File: config.mk
export PLATFORM = sky130hd
export DESIGN_NAME = key_led_ctrl_flat
export DESIGN_NICKNAME = d
export VERILOG_FILES = /design/src/rtl/key_led_ctrl_if.sv /design/src/rtl/key_led_ctrl.sv /design/src/flat_wrapper.sv
export SDC_FILE = /design/constraint.sdc
export NUM_CORES = 1
export LEC_CHECK = 0
export ABC_CLOCK_PERIOD_IN_PS = 3540
export CAP_MARGIN = 20
export CORE_ASPECT_RATIO = 0.9
export CORE_MARGIN = 3
export CORE_UTILIZATION = 40
export CTS_CLUSTER_SIZE = 40
export DETAILED_ROUTE_END_ITERATION = 10
export GPL_TIMING_DRIVEN = 0
export HOLD_SLACK_MARGIN = 0.08
export PLACE_DENSITY = 0.52
export SETUP_SLACK_MARGIN = 0.3
export SLEW_MARGIN = 10
export SYNTH_ARGS = -nofsm -noshare
export SYNTH_HDL_FRONTEND = slang
export SYNTH_SLANG_ARGS = --single-unit
File: constraint.sdc
create_clock -name FPGA_clk -period 3.54 [get_ports FPGA_clk]
set_input_delay 0.708 -clock FPGA_clk [delete_from_list [all_inputs] [get_ports FPGA_clk]]
set_output_delay 0.708 -clock FPGA_clk [all_outputs]
set_load 0.02 [all_outputs]
File: src/rtl/key_led_ctrl_if.sv
// Event channel of key_led_ctrl: one granted key press per cycle.
// The master side (key_led_ctrl) drives it and the slave side observes it.
interface key_led_ctrl_if #(
    parameter int N_KEYS = 4
) ();
    localparam int KW = (N_KEYS > 1) ? $clog2(N_KEYS) : 1;

    logic          evt_valid;
    logic [KW-1:0] evt_key;
    logic          evt_long;

    modport master (output evt_valid, output evt_key, output evt_long);
    modport slave  (input  evt_valid, input  evt_key, input  evt_long);
endinterface

File: src/rtl/key_led_ctrl.sv
// Multi-key debounce, short/long press classification, round-robin event arbiter and per-LED mode control.
// Optional feature macro KEY_LONG_PRESS_EN: long-press detection, BLINK mode and the shared blink timer.
module key_led_ctrl #(
    parameter int          N_KEYS      = 4,
    parameter logic [15:0] DEB_CYCLES  = 16'd50000
`ifdef KEY_LONG_PRESS_EN
    ,
    parameter logic [24:0] LONG_CYCLES = 25'h0A98AC7,
    parameter logic [24:0] BLINK_HALF  = 25'h17D7840
`endif
) (
    input  logic              FPGA_clk,
    input  logic              FPGA_rst_n,
    input  logic [N_KEYS-1:0] KEY,
    output logic [N_KEYS-1:0] LED,
    key_led_ctrl_if.master    evt
);
    localparam int KW = (N_KEYS > 1) ? $clog2(N_KEYS) : 1;

    // state      | meaning
    // IDLE       | debounced key released, waiting for a press
    // PRESSED    | debounced key down, hold time not yet long
    // LONG_HELD  | long event already raised, waiting for release
    typedef enum logic [1:0] {
        ST_IDLE,
        ST_PRESSED
`ifdef KEY_LONG_PRESS_EN
        , ST_LONG_HELD
`endif
    } press_e;

    typedef enum logic [1:0] {
        M_OFF,
        M_ON
`ifdef KEY_LONG_PRESS_EN
        , M_BLINK
`endif
    } mode_e;

    logic [N_KEYS-1:0] sync1_q, sync2_q, deb_q;
    logic [15:0]       deb_cnt_q [N_KEYS];
    press_e            state_q   [N_KEYS];
    press_e            state_d   [N_KEYS];
    logic [N_KEYS-1:0] raise;
    logic [N_KEYS-1:0] pend_q, pend_d;
    logic [KW-1:0]     ptr_q, ptr_d, grant_idx;
    logic              grant_any;
    logic [N_KEYS-1:0] grant_vec;
    logic              evt_valid_q;
    logic [KW-1:0]     evt_key_q;
    mode_e             mode_q    [N_KEYS];
    mode_e             mode_d    [N_KEYS];
    logic [N_KEYS-1:0] led_q, led_d;
`ifdef KEY_LONG_PRESS_EN
    logic [24:0]       hold_cnt_q [N_KEYS];
    logic [24:0]       hold_cnt_d [N_KEYS];
    logic [N_KEYS-1:0] raise_long;
    logic [N_KEYS-1:0] pend_long_q, pend_long_d;
    logic              evt_long_q;
    logic [24:0]       blink_cnt_q, blink_cnt_d;
    logic              phase_q, phase_d;
`endif

    function automatic logic [KW-1:0] rr_idx(input logic [KW-1:0] base, input int off);
        int s;
        s = int'(base) + off;
        if (s >= N_KEYS) s = s - N_KEYS;
        return KW'(s);
    endfunction

    // A level change is accepted only after DEB_CYCLES consecutive differing samples.
    always_ff @(posedge FPGA_clk or negedge FPGA_rst_n) begin
        if (!FPGA_rst_n) begin
            sync1_q <= '1;
            sync2_q <= '1;
            deb_q   <= '1;
            for (int i = 0; i < N_KEYS; i++) deb_cnt_q[i] <= '0;
        end else begin
            sync1_q <= KEY;
            sync2_q <= sync1_q;
            for (int i = 0; i < N_KEYS; i++) begin
                if (sync2_q[i] != deb_q[i]) begin
                    if (deb_cnt_q[i] == DEB_CYCLES - 16'd1) begin
                        deb_q[i]     <= sync2_q[i];
                        deb_cnt_q[i] <= '0;
                    end else begin
                        deb_cnt_q[i] <= deb_cnt_q[i] + 16'd1;
                    end
                end else begin
                    deb_cnt_q[i] <= '0;
                end
            end
        end
    end

    // IDLE is only ever entered with deb_q high, so a low level there is the press edge.
    always_comb begin
        for (int i = 0; i < N_KEYS; i++) begin
            state_d[i] = state_q[i];
            raise[i]   = 1'b0;
`ifdef KEY_LONG_PRESS_EN
            raise_long[i] = 1'b0;
            hold_cnt_d[i] = hold_cnt_q[i];
`endif
            case (state_q[i])
                ST_IDLE: begin
                    if (!deb_q[i]) begin
                        state_d[i] = ST_PRESSED;
`ifdef KEY_LONG_PRESS_EN
                        hold_cnt_d[i] = '0;
`endif
                    end
                end
                ST_PRESSED: begin
`ifdef KEY_LONG_PRESS_EN
                    if (hold_cnt_q[i] != '1) hold_cnt_d[i] = hold_cnt_q[i] + 25'd1;
                    if (hold_cnt_q[i] == LONG_CYCLES) begin
                        raise[i]      = 1'b1;
                        raise_long[i] = 1'b1;
                        state_d[i]    = ST_LONG_HELD;
                    end else if (deb_q[i]) begin
                        raise[i]   = 1'b1;
                        state_d[i] = ST_IDLE;
                    end
`else
                    if (deb_q[i]) begin
                        raise[i]   = 1'b1;
                        state_d[i] = ST_IDLE;
                    end
`endif
                end
`ifdef KEY_LONG_PRESS_EN
                ST_LONG_HELD: begin
                    if (deb_q[i]) state_d[i] = ST_IDLE;
                end
`endif
                default: state_d[i] = ST_IDLE;
            endcase
        end
    end

    always_comb begin
        grant_any = 1'b0;
        grant_idx = '0;
        grant_vec = '0;
        for (int k = 0; k < N_KEYS; k++) begin
            if (!grant_any && pend_q[rr_idx(ptr_q, k)]) begin
                grant_any = 1'b1;
                grant_idx = rr_idx(ptr_q, k);
            end
        end
        if (grant_any) grant_vec[grant_idx] = 1'b1;
        ptr_d = ptr_q;
        if (grant_any) ptr_d = (grant_idx == KW'(N_KEYS - 1)) ? '0 : grant_idx + KW'(1);
    end

    // A raise in the same cycle as a grant wins, so the newer event stays pending.
    always_comb begin
        for (int i = 0; i < N_KEYS; i++) begin
            pend_d[i] = pend_q[i];
`ifdef KEY_LONG_PRESS_EN
            pend_long_d[i] = pend_long_q[i];
`endif
            if (raise[i]) begin
                pend_d[i] = 1'b1;
`ifdef KEY_LONG_PRESS_EN
                pend_long_d[i] = raise_long[i];
`endif
            end else if (grant_vec[i]) begin
                pend_d[i] = 1'b0;
            end
        end
    end

    always_comb begin
`ifdef KEY_LONG_PRESS_EN
        blink_cnt_d = blink_cnt_q + 25'd1;
        phase_d     = phase_q;
        if (blink_cnt_q == BLINK_HALF - 25'd1) begin
            blink_cnt_d = '0;
            phase_d     = ~phase_q;
        end
`endif
        for (int i = 0; i < N_KEYS; i++) begin
            mode_d[i] = mode_q[i];
            if (evt_valid_q && (evt_key_q == KW'(i))) begin
`ifdef KEY_LONG_PRESS_EN
                if (evt_long_q) mode_d[i] = (mode_q[i] == M_BLINK) ? M_ON : M_BLINK;
                else            mode_d[i] = (mode_q[i] == M_OFF) ? M_ON : M_OFF;
`else
                mode_d[i] = (mode_q[i] == M_ON) ? M_OFF : M_ON;
`endif
            end
`ifdef KEY_LONG_PRESS_EN
            led_d[i] = (mode_d[i] == M_ON) || ((mode_d[i] == M_BLINK) && phase_d);
`else
            led_d[i] = (mode_d[i] == M_ON);
`endif
        end
    end

    always_ff @(posedge FPGA_clk or negedge FPGA_rst_n) begin
        if (!FPGA_rst_n) begin
            for (int i = 0; i < N_KEYS; i++) begin
                state_q[i] <= ST_IDLE;
                mode_q[i]  <= M_OFF;
`ifdef KEY_LONG_PRESS_EN
                hold_cnt_q[i] <= '0;
`endif
            end
            pend_q      <= '0;
            ptr_q       <= '0;
            evt_valid_q <= 1'b0;
            evt_key_q   <= '0;
            led_q       <= '0;
`ifdef KEY_LONG_PRESS_EN
            pend_long_q <= '0;
            evt_long_q  <= 1'b0;
            blink_cnt_q <= '0;
            phase_q     <= 1'b0;
`endif
        end else begin
            for (int i = 0; i < N_KEYS; i++) begin
                state_q[i] <= state_d[i];
                mode_q[i]  <= mode_d[i];
`ifdef KEY_LONG_PRESS_EN
                hold_cnt_q[i] <= hold_cnt_d[i];
`endif
            end
            pend_q      <= pend_d;
            ptr_q       <= ptr_d;
            evt_valid_q <= grant_any;
            if (grant_any) evt_key_q <= grant_idx;
            led_q       <= led_d;
`ifdef KEY_LONG_PRESS_EN
            pend_long_q <= pend_long_d;
            evt_long_q  <= grant_any & pend_long_q[grant_idx];
            blink_cnt_q <= blink_cnt_d;
            phase_q     <= phase_d;
`endif
        end
    end

    assign LED           = led_q;
    assign evt.evt_valid = evt_valid_q;
    assign evt.evt_key   = evt_key_q;
`ifdef KEY_LONG_PRESS_EN
    assign evt.evt_long  = evt_long_q;
`else
    assign evt.evt_long  = 1'b0;
`endif

endmodule

File: src/flat_wrapper.sv
// flat-port wrapper written by rule: the top's interface ports become plain ports
module key_led_ctrl_flat 
#(
    parameter int          N_KEYS      = 4,
    parameter logic [15:0] DEB_CYCLES  = 16'd50000

)
  (FPGA_clk, FPGA_rst_n, KEY, LED, evt_evt_valid, evt_evt_key, evt_evt_long);
  key_led_ctrl_if #(.N_KEYS(N_KEYS)) evt_i ();
  input  logic FPGA_clk;
  input  logic FPGA_rst_n;
  input  logic [N_KEYS-1:0] KEY;
  output logic [N_KEYS-1:0] LED;
  output wire logic [$bits(evt_i.evt_valid)-1:0] evt_evt_valid;
  output wire logic [$bits(evt_i.evt_key)-1:0] evt_evt_key;
  output wire logic [$bits(evt_i.evt_long)-1:0] evt_evt_long;
  assign evt_evt_valid = evt_i.evt_valid;
  assign evt_evt_key = evt_i.evt_key;
  assign evt_evt_long = evt_i.evt_long;
  key_led_ctrl #(.N_KEYS(N_KEYS), .DEB_CYCLES(DEB_CYCLES)) u_core (.FPGA_clk(FPGA_clk), .FPGA_rst_n(FPGA_rst_n), .KEY(KEY), .LED(LED), .evt(evt_i));
endmodule
==> results of run 1 <==
## area by class of cell
cell class / count / area [um^2]
Sequential cell: 101 / 2540
Inverter: 20 / 75.1
Tap cell: 152 / 190
Clock inverter: 6 / 95.1
Clock buffer: 10 / 239
Multi-Input combinational cell: 308 / 2020
Fill cell: 1065 / 5770
Timing Repair Buffer: 14 / 153
Buffer: 5 / 38.8
## placed cells by master (no fill, tap or decap), types with 3 or more instances in the layout
cell type        Yosys  layout
clkbuf_16            0       9
nor2b_1              6       6
clkinv_4             0       3
clkdlybuf4s50_1      0      11
nor3_1              16      16
inv_1               20      20
nand4_1             14      14
nand3_1             23      23
nand2_1             20      20
buf_6                2       3
and2_1               4       4
ha_1                12      12
xnor2_1             49      49
o31ai_1              3       3
nand2b_1             7       7
a21o_1               4       4
nor4_1              24      24
xor2_1              12      12
dfstp_2             12      12
dfrtp_1             89      89
nor2_1              69      69
a21oi_1              6       6
mux2_2               7       7
## worst max-delay path by stage
stage                                                  from                              to  slack (ns)  depth (start not counted)
final                     u_core.evt.evt_key[1]$_DFFE_PN0P_                  evt_evt_key[1]        1.42                          1
after global routing         u_core.deb_cnt_q[16]$_DFF_PN0_  u_core.deb_cnt_q[26]$_DFF_PN0_        1.21                          6
after CTS                    u_core.deb_cnt_q[16]$_DFF_PN0_  u_core.deb_cnt_q[23]$_DFF_PN0_        1.37                          6
after detailed placement     u_core.deb_cnt_q[16]$_DFF_PN0_  u_core.deb_cnt_q[24]$_DFF_PN0_        1.42                          6
after global placement                           FPGA_rst_n  u_core.deb_cnt_q[22]$_DFF_PN0_       -2.08                          1
after floorplan                u_core.pend_q[1]$_DFFE_PN0P_    u_core.pend_q[3]$_DFFE_PN0P_        1.68                          6
## report_power, final
part           total [mW]  leakage [nW]  switching [mW]  internal [mW]
logic              0.0723         0.720          0.0468         0.0256
registers            1.19          1.34          0.0135           1.17
clock network        1.08         0.163           0.433          0.645
total                2.34          2.22           0.493           1.84
## kinds of logic (layout without fill, tap and decap cells)
family | count (synthesis) | count (layout) | share of synthesized area [%]
simple gates | 203 | 203 | 22.5
flops | 101 | 101 | 54.3
xor+xnor | 61 | 61 | 11.4
buf+inv | 25 | 55 | 2.43
compound gates | 24 | 24 | 4.36
fa+ha+maj | 12 | 12 | 3.21
mux | 7 | 7 | 1.68
other cells | 1 | 1 | 0.0801
## state kept, by name, indices dropped and copies added, names as in the netlist
signal and flops:
u_core.state_q 4, u_core.evt.evt_valid 1, u_core.ptr_q 2, u_core.LED 4
u_core.pend_q 4, u_core.mode_q 8, u_core.deb_cnt_q 64, u_core.deb_q 4
u_core.sync1_q 4, u_core.sync2_q 4, u_core.evt.evt_key 2
## per-layer routing
| metal | global-route usage (%) | vias to the layer above | wire length, um |
|---|---|---|---|
| met2 | 21.1 | 42 | 3530 |
| met4 | 5.07 | 0 | 135 |
| li1 | - | 1543 | - |
| met3 | 3.68 | 13 | 228 |
| met5 | 0 | - | 0 |
| met1 | 18.1 | 1531 | 4050 |
==> flow_summary.ini, run 1 <==
[outcome]
status = finished clean

[setup_path]
cp_num_buf_inv = 1
crit_fanout = 6
crit_type = flip-flop to output port
path_cells = clkdlybuf4s50_1
crit_path_top_delay_cell = clkdlybuf4s50_1
worstPathRequired_ns = 2.83
r2r_start = u_core.deb_cnt_q[16]$_DFF_PN0_
worstReg2RegEnd = u_core.deb_cnt_q[23]$_DFF_PN0_
arrival_ns = 1.41
rrSetupSlack_ns = 1.44
start_kind = flip-flop
slowest_delay_ns = 0.64
r2r.worst_path.cells = 6
path_delay_family = buffers and inverters
cp-end-kind = output port

[timing]
fmax_ghz = 0.471
finalCriticalPeriod_ns = 2.12
worst_pin_slew_ns = 0.778
fin_ws_ns = 1.42
whs_ns = 0.292
period_share_pct = 59.9
hold_viol = 0
rsz0062_at_grt = false
max_slew_margin_pct = 46.8
finalMaxSlewViolations = 0
setup_tns_ns = 0
worst_clock_skew_ns = 0.00788
finalSetupViolCount = 0

[worst_hold_path]
min_path_type = primary input to asynchronous set/reset pin

[clock_tree]
cts.sinks = 101
cts-resized-gates = 0
cts_root_buffer = clkbuf_16
postCtsHoldBufs = 0
clkTransAtPathRegs_ns = 0.07
cts_tree = done
cts_max_path_buffers = 2
numCtsBuffers = 9
cts.htree.levels = 3
post-cts-setup-buffers = 0
insertion_delay_ns = 0.34

[global_route]
grt_pass1_wl_mm = 14.2
grt_pass1_vias = 3084
gr-total-overflow = 0
track_usage_pct = 13.5
grt_max_degree = 55
antenna_found_initial = 0

[routing]
wl_per_cell_um = 12.9
num_vias = 3129
drt-pass1-iter-count = 4
drc = 0
drt_iter0_markers = 139
via_per_inst = 5.08
drt.antenna.violating_nets = 0
wirelength_mm = 7.94

[placement]
dpl_cell_area_um2 = 5020
place_congestion = 0.820
post-place-ws_ns = 1.42
placedCellCount = 600
io_buffer_count = 12
dp_hpwl_mm = 5.43

[yosys]
synth-seq-cells = 101
ys_seq_area_share_pct = 54.3
synth_top_area_share_pct = 47.6
synth_most_common_cell = dfrtp_1
synth-async-reset-ratio_pct = 100
synth_top_area_cell = dfrtp_1
synth-edff-count = 0
syn-instance-count = 434
synth.net_count = 452
avgSynthCellArea_um2 = 10.8
syn_area_um2 = 4680
ys.warnings.count = 0
synthFlopType = dfrtp_1
synth_area_leaders = dfrtp_1 (48%), xnor2_1 (9.2%), dfstp_2 (6.7%)
synth_cell_type_count = 43
synthTopCellsByCount = dfrtp_1 (89), nor2_1 (69), xnor2_1 (49)

[finish]
fin_util_pct = 48.2
fin_nets = 477
design_area_um2 = 5360
drive_above_1_share_pct = 11.0
syn2layout_area_growth_pct = 14.5
antenna_cells = 0
finalNonFillerCells = 616

[power_and_ir_drop]
vdd_ir_drop_max_mv = 0.246
fin_total_pwr_mw = 2.34
power.density_nw_per_um2 = 436
p_leak_nw = 2.22

[die]
dieHeight_um = 109
chipWidth_um = 120
core-area_um2 = 11100
io-pin-count = 14
start_util_pct = 42.1
die_area_um2 = 13000
row_count = 36

[job]
drv_cap = 0
Power figures use the tool's default switching activity.
==> inputs of run 2 (changes only) <==
ABC_CLOCK_PERIOD_IN_PS = 2000   (was 3540)
clock period = 2 ns   (was 3.54 ns; I/O delays follow)
==> flow_summary.ini, run 2 (same netlist as run 1, synthesis figures left out) <==
[outcome]
status = finished clean

[setup_path]
arrival_ns = 1.95
slowest_delay_ns = 0.41
crit_path_top_delay_cell = dfrtp_1
path_cells = nor4_2 -> nand3_1 -> o41ai_4 -> buf_4 -> buf_6 -> nor2_1
start_kind = flip-flop
worstPathRequired_ns = 2.23
crit_type = flip-flop to flip-flop
rrSetupSlack_ns = 0.28
cp-end-kind = flip-flop
crit_fanout = 5

[finish]
layout_commonest_cell = dfrtp_1
design_area_um2 = 5680
top_regs = u_core.deb_cnt_q (64), u_core.mode_q (8)
nFillCells = 1035
antenna_cells = 0
final_cell_mix = dfrtp_1 (80), nor2_1 (57), xnor2_1 (49), nand3_1 (20), buf_4 (20)
fin_nets = 500
top_register = u_core.deb_cnt_q
largest_reg_flops = 64
fin_util_pct = 51.1
finalNonFillerCells = 639
multiInputGateArea_um2 = 2200
drive_above_1_share_pct = 23.0
syn2layout_area_growth_pct = 21.4
regArea_um2 = 2550

[clock_tree]
numCtsBuffers = 9
clkTransAtPathRegs_ns = 0.06
cts_root_buffer = clkbuf_16
insertion_delay_ns = 0.34
cts.htree.levels = 3
cts.sinks = 101
cts_tree = done
cts_max_path_buffers = 2

[power_and_ir_drop]
p_leak_nw = 2.33
seqPwrFrac_pct = 53.6
swShare_pct = 20.6
fin_total_pwr_mw = 3.93
power.density_nw_per_um2 = 691
pwr-share-clk_pct = 42.3
p_comb_share_pct = 4.2
power.internal_mw = 3.12
power.switching_mw = 0.811
vdd_ir_drop_max_mv = 0.489

[timing]
period_share_pct = 86.2
fmax_ghz = 0.580
finalCriticalPeriod_ns = 1.72
fin_ws_ns = 0.276
setup_tns_ns = 0
rsz0062_at_grt = true
whs_ns = 0.355
finalMaxSlewViolations = 0
hold_viol = 0
worst_clock_skew_ns = 0.00368
finalSetupViolCount = 0

[die]
io-pin-count = 14
chipWidth_um = 120
die_area_um2 = 13000
core-area_um2 = 11100
dieHeight_um = 109
start_util_pct = 42.1
row_count = 36

[routing]
wirelength_mm = 8.42
wl_per_cell_um = 13.2
drc = 0
via_per_inst = 5.00
drt-pass1-iter-count = 4
drt_iter0_markers = 257
num_vias = 3197
drt.antenna.violating_nets = 0

[global_route]
antenna_found_initial = 0
grt_pass1_vias = 3068
grt_max_degree = 53
gr-total-overflow = 0
track_usage_pct = 13.7
grt_pass1_wl_mm = 14.4

[placement]
dpl_cell_area_um2 = 5030
io_buffer_count = 12
dp_hpwl_mm = 5.36
post-place-ws_ns = -0.0939
place_congestion = 0.779
placedCellCount = 599

[worst_hold_path]
min_path_type = flip-flop to flip-flop

[job]
drv_cap = 0
run 2: what timing repair did:
action,in CTS,in global routing
buffers inserted,11,10
endpoints found under the hold margin,42,0
hold buffers,1,0
endpoints found under the setup margin,64,68
gates cloned,2,0
pin swaps,8,18
gates resized for setup,18,42
run 2: power groups by stage:
stage               Sequential (mW)  Combinational (mW)  Clock, mW
finish                         2.10               0.164       1.66
global route                   2.11               0.187       1.81
CTS                            2.10               0.154       1.73
detailed placement             2.14               0.133          0
global placement               2.14               0.127          0
floorplan                      2.13              0.0613          0
run 2: worst max-delay path, delay by kind of cell (launching register included):
kind / cells / cell delay, ns
DFF: 1 / 0.41
and+or+nand+nor: 3 / 0.50
AOI/OAI and AO/OA: 1 / 0.37
buffers and inverters: 2 / 0.34
run 2: cell type report:
class / instances / share of cell area, %
sequential: 101 / 44.9
multi-input combinational: 308 / 38.7
timing repair buffer: 37 / 5.97
clock buffer: 14 / 4.29
tap: 152 / 3.35
inverter: 20 / 1.32
buffer: 5 / 0.859
clock inverter: 2 / 0.616
run 2: worst paths after layout:
path,from,to,cells after the start
hold reg to reg,u_core.sync1_q[2]$_DFF_PN1_,u_core.sync2_q[2]$_DFF_PN1_,0
setup reg to reg,u_core.deb_cnt_q[12]$_DFF_PN0_,u_core.deb_cnt_q[7]$_DFF_PN0_,6
hold / removal,u_core.sync1_q[2]$_DFF_PN1_,u_core.sync2_q[2]$_DFF_PN1_,0
max in group asynchronous,FPGA_rst_n,u_core.sync1_q[3]$_DFF_PN1_,3
setup / recovery,u_core.deb_cnt_q[12]$_DFF_PN0_,u_core.deb_cnt_q[7]$_DFF_PN0_,6
min in group asynchronous,FPGA_rst_n,u_core.mode_q[0]$_DFF_PN0_,2
run 2: metal layers:
metal | vias to the layer above | routed length [um] | track usage, % | share of wire (%)
met4 | 0 | 126 | 4.91 | 1.5
li1 | 1586 | - | - | -
met1 | 1565 | 4300 | 18.9 | 51
met3 | 11 | 259 | 3.58 | 3.1
met2 | 35 | 3730 | 21.1 | 44
met5 | - | 0 | 0 | 0
